===== src/rtl/vec_mem_pkg.sv =====
// Shared types for the vector memory stage: FSM states, lane vector and lane index width.
// No logic lives here.
package vec_mem_pkg;

    localparam int WIDTH_DEF        = 24;
    localparam int VECTOR_WIDTH_DEF = 8;
    localparam int LANE_IDX_W       = $clog2(VECTOR_WIDTH_DEF);

    typedef enum logic [2:0] {
        IDLE,
        STORE,
        LOAD,
        DRAIN,
        DONE
    } vmem_state_t;

    typedef logic [VECTOR_WIDTH_DEF-1:0][WIDTH_DEF-1:0] vec_t;

endpackage


===== src/rtl/vec_lane_sel.sv =====
// Combinational lane multiplexer: picks lane[sel] out of a packed lane vector.
// Zero latency; no flow control.
module vec_lane_sel #(
    parameter int WIDTH        = 24,
    parameter int VECTOR_WIDTH = 8,
    parameter int IDX_W        = 3
) (
    input  logic [VECTOR_WIDTH-1:0][WIDTH-1:0] lanes,
    input  logic [IDX_W-1:0]                   sel,
    output logic [WIDTH-1:0]                   lane
);

    always_comb begin
        lane = lanes[sel];
    end

endmodule


===== src/rtl/vector_mem_stage.sv =====
// Serialises vector stores / gathers vector loads over a single-port synchronous data memory.
// Store: 8 write cycles then DONE; load: 8 address cycles + 1 drain then DONE; busy stalls the pipe.
module vector_mem_stage #(
    parameter int WIDTH        = 24,
    parameter int VECTOR_WIDTH = 8
) (
    input  logic                                clk,
    input  logic                                reset,
    input  logic                                start,
    input  logic                                isStore,
    input  logic [WIDTH-1:0]                    baseAddr,
    input  logic [VECTOR_WIDTH-1:0][WIDTH-1:0]  storeData,
    output logic [WIDTH-1:0]                    memAddr,
    output logic                                memWE,
    output logic [WIDTH-1:0]                    memWD,
    input  logic [WIDTH-1:0]                    memRD,
    output logic [VECTOR_WIDTH-1:0][WIDTH-1:0]  loadData,
    output logic                                busy,
    output logic                                done
);

    import vec_mem_pkg::*;

    localparam int             IDX_W = (VECTOR_WIDTH > 1) ? $clog2(VECTOR_WIDTH) : 1;
    localparam logic [IDX_W-1:0] LAST = IDX_W'(VECTOR_WIDTH - 1);

    vmem_state_t                        state;
    vmem_state_t                        state_nxt;
    logic [IDX_W-1:0]                   idx;
    logic [WIDTH-1:0]                   base_q;
    logic [VECTOR_WIDTH-1:0][WIDTH-1:0] data_q;
    logic [VECTOR_WIDTH-1:0][WIDTH-1:0] load_q;
    logic [WIDTH-1:0]                   sel_lane;
    logic [WIDTH-1:0]                   lane_addr;

    vec_lane_sel #(
        .WIDTH        (WIDTH),
        .VECTOR_WIDTH (VECTOR_WIDTH),
        .IDX_W        (IDX_W)
    ) u_lane_sel (
        .lanes (data_q),
        .sel   (idx),
        .lane  (sel_lane)
    );

    // Wraps modulo 2^WIDTH by truncation.
    assign lane_addr = base_q + WIDTH'(idx);
    assign loadData  = load_q;

    always_ff @(posedge clk or negedge reset) begin
        if (!reset) begin
            state <= IDLE;
        end else begin
            state <= state_nxt;
        end
    end

    always_comb begin
        state_nxt = state;
        memAddr   = '0;
        memWE     = 1'b0;
        memWD     = '0;
        busy      = 1'b0;
        done      = 1'b0;
        case (state)
            IDLE, DONE: begin
                done = (state == DONE);
                if (start) begin
                    state_nxt = isStore ? STORE : LOAD;
                end else begin
                    state_nxt = IDLE;
                end
            end
            STORE: begin
                busy    = 1'b1;
                memWE   = 1'b1;
                memAddr = lane_addr;
                memWD   = sel_lane;
                if (idx == LAST) begin
                    state_nxt = DONE;
                end
            end
            LOAD: begin
                busy    = 1'b1;
                memAddr = lane_addr;
                if (idx == LAST) begin
                    state_nxt = DRAIN;
                end
            end
            DRAIN: begin
                busy      = 1'b1;
                state_nxt = DONE;
            end
            default: begin
                state_nxt = IDLE;
            end
        endcase
    end

    // Read data trails its address by one cycle, so lane idx-1 lands while idx is issued.
    always_ff @(posedge clk or negedge reset) begin
        if (!reset) begin
            idx    <= '0;
            base_q <= '0;
            data_q <= '0;
            load_q <= '0;
        end else begin
            case (state)
                IDLE, DONE: begin
                    if (start) begin
                        idx    <= '0;
                        base_q <= baseAddr;
                        data_q <= storeData;
                    end
                end
                STORE: begin
                    idx <= idx + 1'b1;
                end
                LOAD: begin
                    if (idx != '0) begin
                        load_q[idx - 1'b1] <= memRD;
                    end
                    idx <= idx + 1'b1;
                end
                DRAIN: begin
                    load_q[VECTOR_WIDTH-1] <= memRD;
                end
                default: begin
                end
            endcase
        end
    end

endmodule

===== config.mk =====
export PLATFORM = sky130hd
export DESIGN_NAME = vector_mem_stage
export DESIGN_NICKNAME = d
export VERILOG_FILES = /design/src/rtl/vec_mem_pkg.sv /design/src/rtl/vec_lane_sel.sv /design/src/rtl/vector_mem_stage.sv
export SDC_FILE = /design/constraint.sdc
export NUM_CORES = 1
export LEC_CHECK = 0
export CAP_MARGIN = 25
export CORE_AREA = 4 4 237 239
export DETAILED_ROUTE_END_ITERATION = 12
export DIE_AREA = 0 0 241 243
export DONT_BUFFER_PORTS = 1
export GPL_TIMING_DRIVEN = 0
export MAX_ROUTING_LAYER = met4
export SYNTH_ARGS = -nofsm -noshare
export SYNTH_HDL_FRONTEND = slang
export SYNTH_SLANG_ARGS = --single-unit

===== constraint.sdc =====
create_clock -name clk -period 4.1 [get_ports clk]
set_clock_uncertainty 0.05 [all_clocks]
set_input_delay 1.23 -clock clk [delete_from_list [all_inputs] [get_ports clk]]
set_output_delay 1.23 -clock clk [all_outputs]
set_load 0.01 [all_outputs]

==> impl_results.html <==
<table>
<tr><th>Metric</th><th>Value</th></tr>
<tr><th colspan="2">Status</th></tr>
<tr><td>Outcome</td><td>finished clean</td></tr>
<tr><th colspan="2">Detailed routing</th></tr>
<tr><td>Ratio of routed vias to standard cells</td><td>5.117</td></tr>
<tr><td>Vias</td><td>12.15k</td></tr>
<tr><td>Detail-routed net length per standard cell</td><td>24.26 um</td></tr>
<tr><td>Initial DRT Pass Iterations</td><td>5</td></tr>
<tr><td># DRC</td><td>0</td></tr>
<tr><td>Post-detailed-route count of antenna-violating nets</td><td>0</td></tr>
<tr><td>Initial DRC count</td><td>670</td></tr>
<tr><td>Final WL</td><td>57.61 mm</td></tr>
<tr><th colspan="2">Critical path</th></tr>
<tr><td>Data arrival at the endpoint of the critical path</td><td>2.70 ns</td></tr>
<tr><td>Crit path buffers/inverters</td><td>1</td></tr>
<tr><td>Max FO, Critical Path</td><td>10</td></tr>
<tr><td>CP Launch Type</td><td>flip-flop</td></tr>
<tr><td>Delay of the slowest cell on the worst path</td><td>approximately 0.54 ns</td></tr>
<tr><td>Register-to-register setup slack</td><td>0.21 ns</td></tr>
<tr><td>Critical path's top delay family</td><td>compound AO/OA/AOI/OAI gates</td></tr>
<tr><td>Slowest cell on the critical path</td><td>sky130_fd_sc_hd__o41ai_2</td></tr>
<tr><td>Crit path kind</td><td>reg2out</td></tr>
<tr><td>Worst endpoint required time</td><td>~2.8 ns</td></tr>
<tr><td>Cells traversed along the worst timing path</td><td>ha_1 &gt; nand3_1 &gt; a211o_1 &gt; buf_2 &gt; o41ai_2</td></tr>
<tr><td>Crit end category</td><td>primary output</td></tr>
<tr><th colspan="2">Clocking</th></tr>
<tr><td>TritonCTS Sinks</td><td>414</td></tr>
<tr><td>Maximum count of clock buffers along a single path</td><td>3</td></tr>
<tr><td>Clock latency on the worst-skew pair</td><td>roughly 0.56 ns</td></tr>
<tr><td>TritonCTS clock tree</td><td>built</td></tr>
<tr><td>Root buffer cell</td><td>sky130_fd_sc_hd__clkbuf_16</td></tr>
<tr><td>Total clock buffers created by CTS</td><td>46</td></tr>
<tr><td>H-tree level count</td><td>2</td></tr>
<tr><td>Clock slew at reported path FFs</td><td>0.06 ns</td></tr>
<tr><th colspan="2">Power</th></tr>
<tr><td>Maximum vdd drop</td><td>0.3738 mV</td></tr>
<tr><td>Power density over the cells</td><td>873.1 nW/um^2</td></tr>
<tr><td>Cell leakage power</td><td>9.618 nW</td></tr>
<tr><th colspan="2">Layout</th></tr>
<tr><td>Area added between synthesis and finish</td><td>14.12%</td></tr>
<tr><td>Layout cells sized above 1</td><td>0.2159</td></tr>
<tr><td>Final Non-Filler Cells</td><td>2374</td></tr>
<tr><td>Most common cell after layout, fill and taps aside</td><td>sky130_fd_sc_hd__nand2_1</td></tr>
<tr><td>Net count, final</td><td>between 1.5k and 2k</td></tr>
<tr><td>Most frequent cells in the layout</td><td>sky130_fd_sc_hd__nand2_1 (661), sky130_fd_sc_hd__dfrtp_1 (413), sky130_fd_sc_hd__mux2_2 (170), sky130_fd_sc_hd__clkbuf_1 (67), sky130_fd_sc_hd__mux4_2 (48)</td></tr>
<tr><td>Cell area after layout</td><td>20260 um^2</td></tr>
<tr><th colspan="2">Logic synthesis</th></tr>
<tr><td>Number of distinct library cells after synthesis</td><td>40</td></tr>
<tr><td>Synthesized flop and latch total</td><td>between 400 and 500</td></tr>
<tr><td>Synth Area per Inst</td><td>11.15 um^2</td></tr>
<tr><td>Main synth FF type</td><td>sky130_fd_sc_hd__dfrtp_1</td></tr>
<tr><td>Sequential element share of the synthesized area</td><td>0.5835</td></tr>
<tr><td>Post-synth EDFFs</td><td>0</td></tr>
<tr><td>Yosys warns</td><td>0</td></tr>
<tr><td>Post-Syn Area</td><td>around 18000 um^2</td></tr>
<tr><td>Async set or reset register ratio after synthesis</td><td>1.000</td></tr>
<tr><td>Synthesized Nets</td><td>1844</td></tr>
<tr><td>Cells after synthesis</td><td>1592</td></tr>
<tr><th colspan="2">Floorplanning</th></tr>
<tr><td>Die Footprint</td><td>58560 um^2</td></tr>
<tr><td>Vert. Die Dim</td><td>243 um</td></tr>
<tr><td>Area inside the core boundary</td><td>53810 um^2</td></tr>
<tr><td>Standard-cell rows</td><td>85</td></tr>
<tr><td>Die Wd</td><td>241 um</td></tr>
<tr><td>Initial standard-cell utilization of the core</td><td>0.3299</td></tr>
<tr><td>Top-level port count</td><td>487</td></tr>
<tr><th colspan="2">Placement</th></tr>
<tr><td>Dpl cell area</td><td>18640 um^2</td></tr>
<tr><td>Cell count after placement</td><td>2289</td></tr>
<tr><td>Count of buffers inserted at the top-level ports</td><td>0</td></tr>
<tr><td>Routability congestion estimate from global placement</td><td>~0.86</td></tr>
<tr><td>Post-DP HPWL</td><td>43.25 mm</td></tr>
<tr><th colspan="2">Global route</th></tr>
<tr><td>Antenna violations before repair</td><td>8</td></tr>
<tr><td>Vias in the first global route</td><td>12.89k</td></tr>
<tr><td>Aggregate global routing overflow</td><td>0</td></tr>
<tr><td>Largest net degree at the start of global routing</td><td>415</td></tr>
<tr><td>All-Layer GR Usage</td><td>0.1971</td></tr>
<tr><td>First-pass GRT wire length</td><td>84.45 mm</td></tr>
<tr><th colspan="2">STA</th></tr>
<tr><td>Setup repair after global routing missed its margin</td><td>yes</td></tr>
<tr><td>Slew Limit Fails</td><td>0</td></tr>
<tr><td>Final hold vios</td><td>0</td></tr>
<tr><td>Final worst path period share</td><td>0.9706</td></tr>
<tr><td>Actual slew at the worst max-slew pin</td><td>between 1 and 1.5 ns</td></tr>
<tr><td>Number of failing setup endpoints in the final timing report</td><td>0</td></tr>
<tr><td>Max transition margin</td><td>0.1335</td></tr>
<tr><td>Crit path time final</td><td>just under 4 ns</td></tr>
<tr><td>Top achievable clock speed</td><td>0.2513 GHz</td></tr>
<tr><th colspan="2">Flow run</th></tr>
<tr><td>Max-capacitance violation count</td><td>0</td></tr>
<tr><th colspan="2">Hold path</th></tr>
<tr><td>Hold WC Path Type</td><td>in2async</td></tr>
</table>
final cells by class:
cell class | instances | area, um^2
clock inverters | 13 | 155.1
plain buffers | 91 | 411.6
fillers | 5305 | 33550
repair buffers | 1 | 15.01
inverters | 8 | 30.03
diodes | 6 | 15.01
flip-flops and latches | 414 | 10360
well taps | 696 | 870.8
clock buffers | 67 | 1330
multi-input cells | 1078 | 7072
Yosys cell counts (2+ instances only):
cell type	instances	area [um^2]
sky130_fd_sc_hd__or2_2	3	18.77
sky130_fd_sc_hd__buf_1	7	26.28
sky130_fd_sc_hd__nand4_1	2	12.51
sky130_fd_sc_hd__nand3_1	9	45.04
sky130_fd_sc_hd__nand2b_1	2	12.51
sky130_fd_sc_hd__o21ai_0	13	65.06
sky130_fd_sc_hd__ha_1	7	87.58
sky130_fd_sc_hd__xnor2_1	10	87.58
sky130_fd_sc_hd__mux4_2	48	1081
sky130_fd_sc_hd__o31ai_1	3	22.52
sky130_fd_sc_hd__nor4_1	4	25.02
sky130_fd_sc_hd__a21oi_1	14	70.07
sky130_fd_sc_hd__o311ai_0	3	26.28
sky130_fd_sc_hd__nor2b_1	2	12.51
sky130_fd_sc_hd__and2_1	4	25.02
sky130_fd_sc_hd__mux2_4	20	300.3
sky130_fd_sc_hd__clkbuf_1	65	244.0
sky130_fd_sc_hd__mux2i_1	25	250.2
sky130_fd_sc_hd__o41ai_1	4	35.03
sky130_fd_sc_hd__mux2_1	2	22.52
sky130_fd_sc_hd__nor2_1	44	165.2
sky130_fd_sc_hd__or3_1	13	81.33
sky130_fd_sc_hd__dfrtp_1	414	10360
sky130_fd_sc_hd__mux2_2	170	1914
sky130_fd_sc_hd__buf_6	3	33.78
sky130_fd_sc_hd__or4_1	4	30.03
sky130_fd_sc_hd__nand2_1	661	2481
sky130_fd_sc_hd__buf_2	17	85.08
sky130_fd_sc_hd__inv_1	8	30.03
path summary, 6_finish.rpt:
kind,start,endpoint,cells past startpoint
worst max-delay path,idx[2],memAddr[23],5
worst min-delay path,reset,loadData[185],0
worst max register to register,idx[1],loadData[140],9
worst min register to register,data_q[58],data_q[58],2
max in group asynchronous,reset,data_q[143],0
min in group clk,data_q[58],data_q[58],2
cell families after synthesis:
family,Yosys count,share of synthesized area
simple gates,753,0.1662
flops,414,0.5835
mux,265,0.2010
buf+inv,100,0.02361
compound gates,41,0.01417
xor+xnor,11,0.005426
fa+ha+maj,8,0.006060
routing by layer:
layer,global-route usage,vias up,wire [um]
met5,-,-,0
met4,0.04692,0,1366
met3,0.08094,85,6222
met2,0.3218,492,28020
met1,0.2277,6197,22000
li1,-,5373,-
report_power, final:
| group | switching (mW) | internal (mW) | total (mW) |
|---|---|---|---|
| sequential | 1.90 | 6.03 | 7.94 |
| combinational | 3.19 | 2.51 | 5.70 |
| clock | 1.67 | 2.38 | 4.06 |
registers in the layout, indices dropped and copies added (netlist names):
name / cells
base_q: 24
data_q: 192
idx: 3
loadData: 192
state: 3
worst register-to-register path: cells and delay by family (launching register included):
family / cells / cell delay [ns]
buf+inv: 4 / 1.47
simple gates: 3 / 1.15
flops: 1 / 0.50
mux: 1 / 0.40
fa+ha+maj: 1 / 0.20
stage by stage:
step                      total power, mW  hold WS (ns)  setup TNS (ns)  worst slack, ns  utilization
after floorplan                     11.52        0.3903               0           0.6890            -
after global placement              13.46        0.4029          -67.48          -0.5777       0.3461
after detailed placement            13.71        0.4090          -65.45          -0.6028       0.3464
after CTS                           17.90        0.2538         -0.4602          -0.1661       0.3746
after global routing                18.89        0.2572        -0.02788         -0.01032       0.3765
final                               17.69        0.3137               0           0.1204       0.3765
timing repair:
action / in CTS / in global routing
buffers inserted: 0 / 0
pin swaps: 2 / 1
setup endpoints to repair: 217 / 44
cloned: 0 / 0
hold buffers: 0 / 0
endpoints found under the hold margin: 0 / 0
gates resized for setup: 17 / 25
Power figures use the tool's default switching activity.
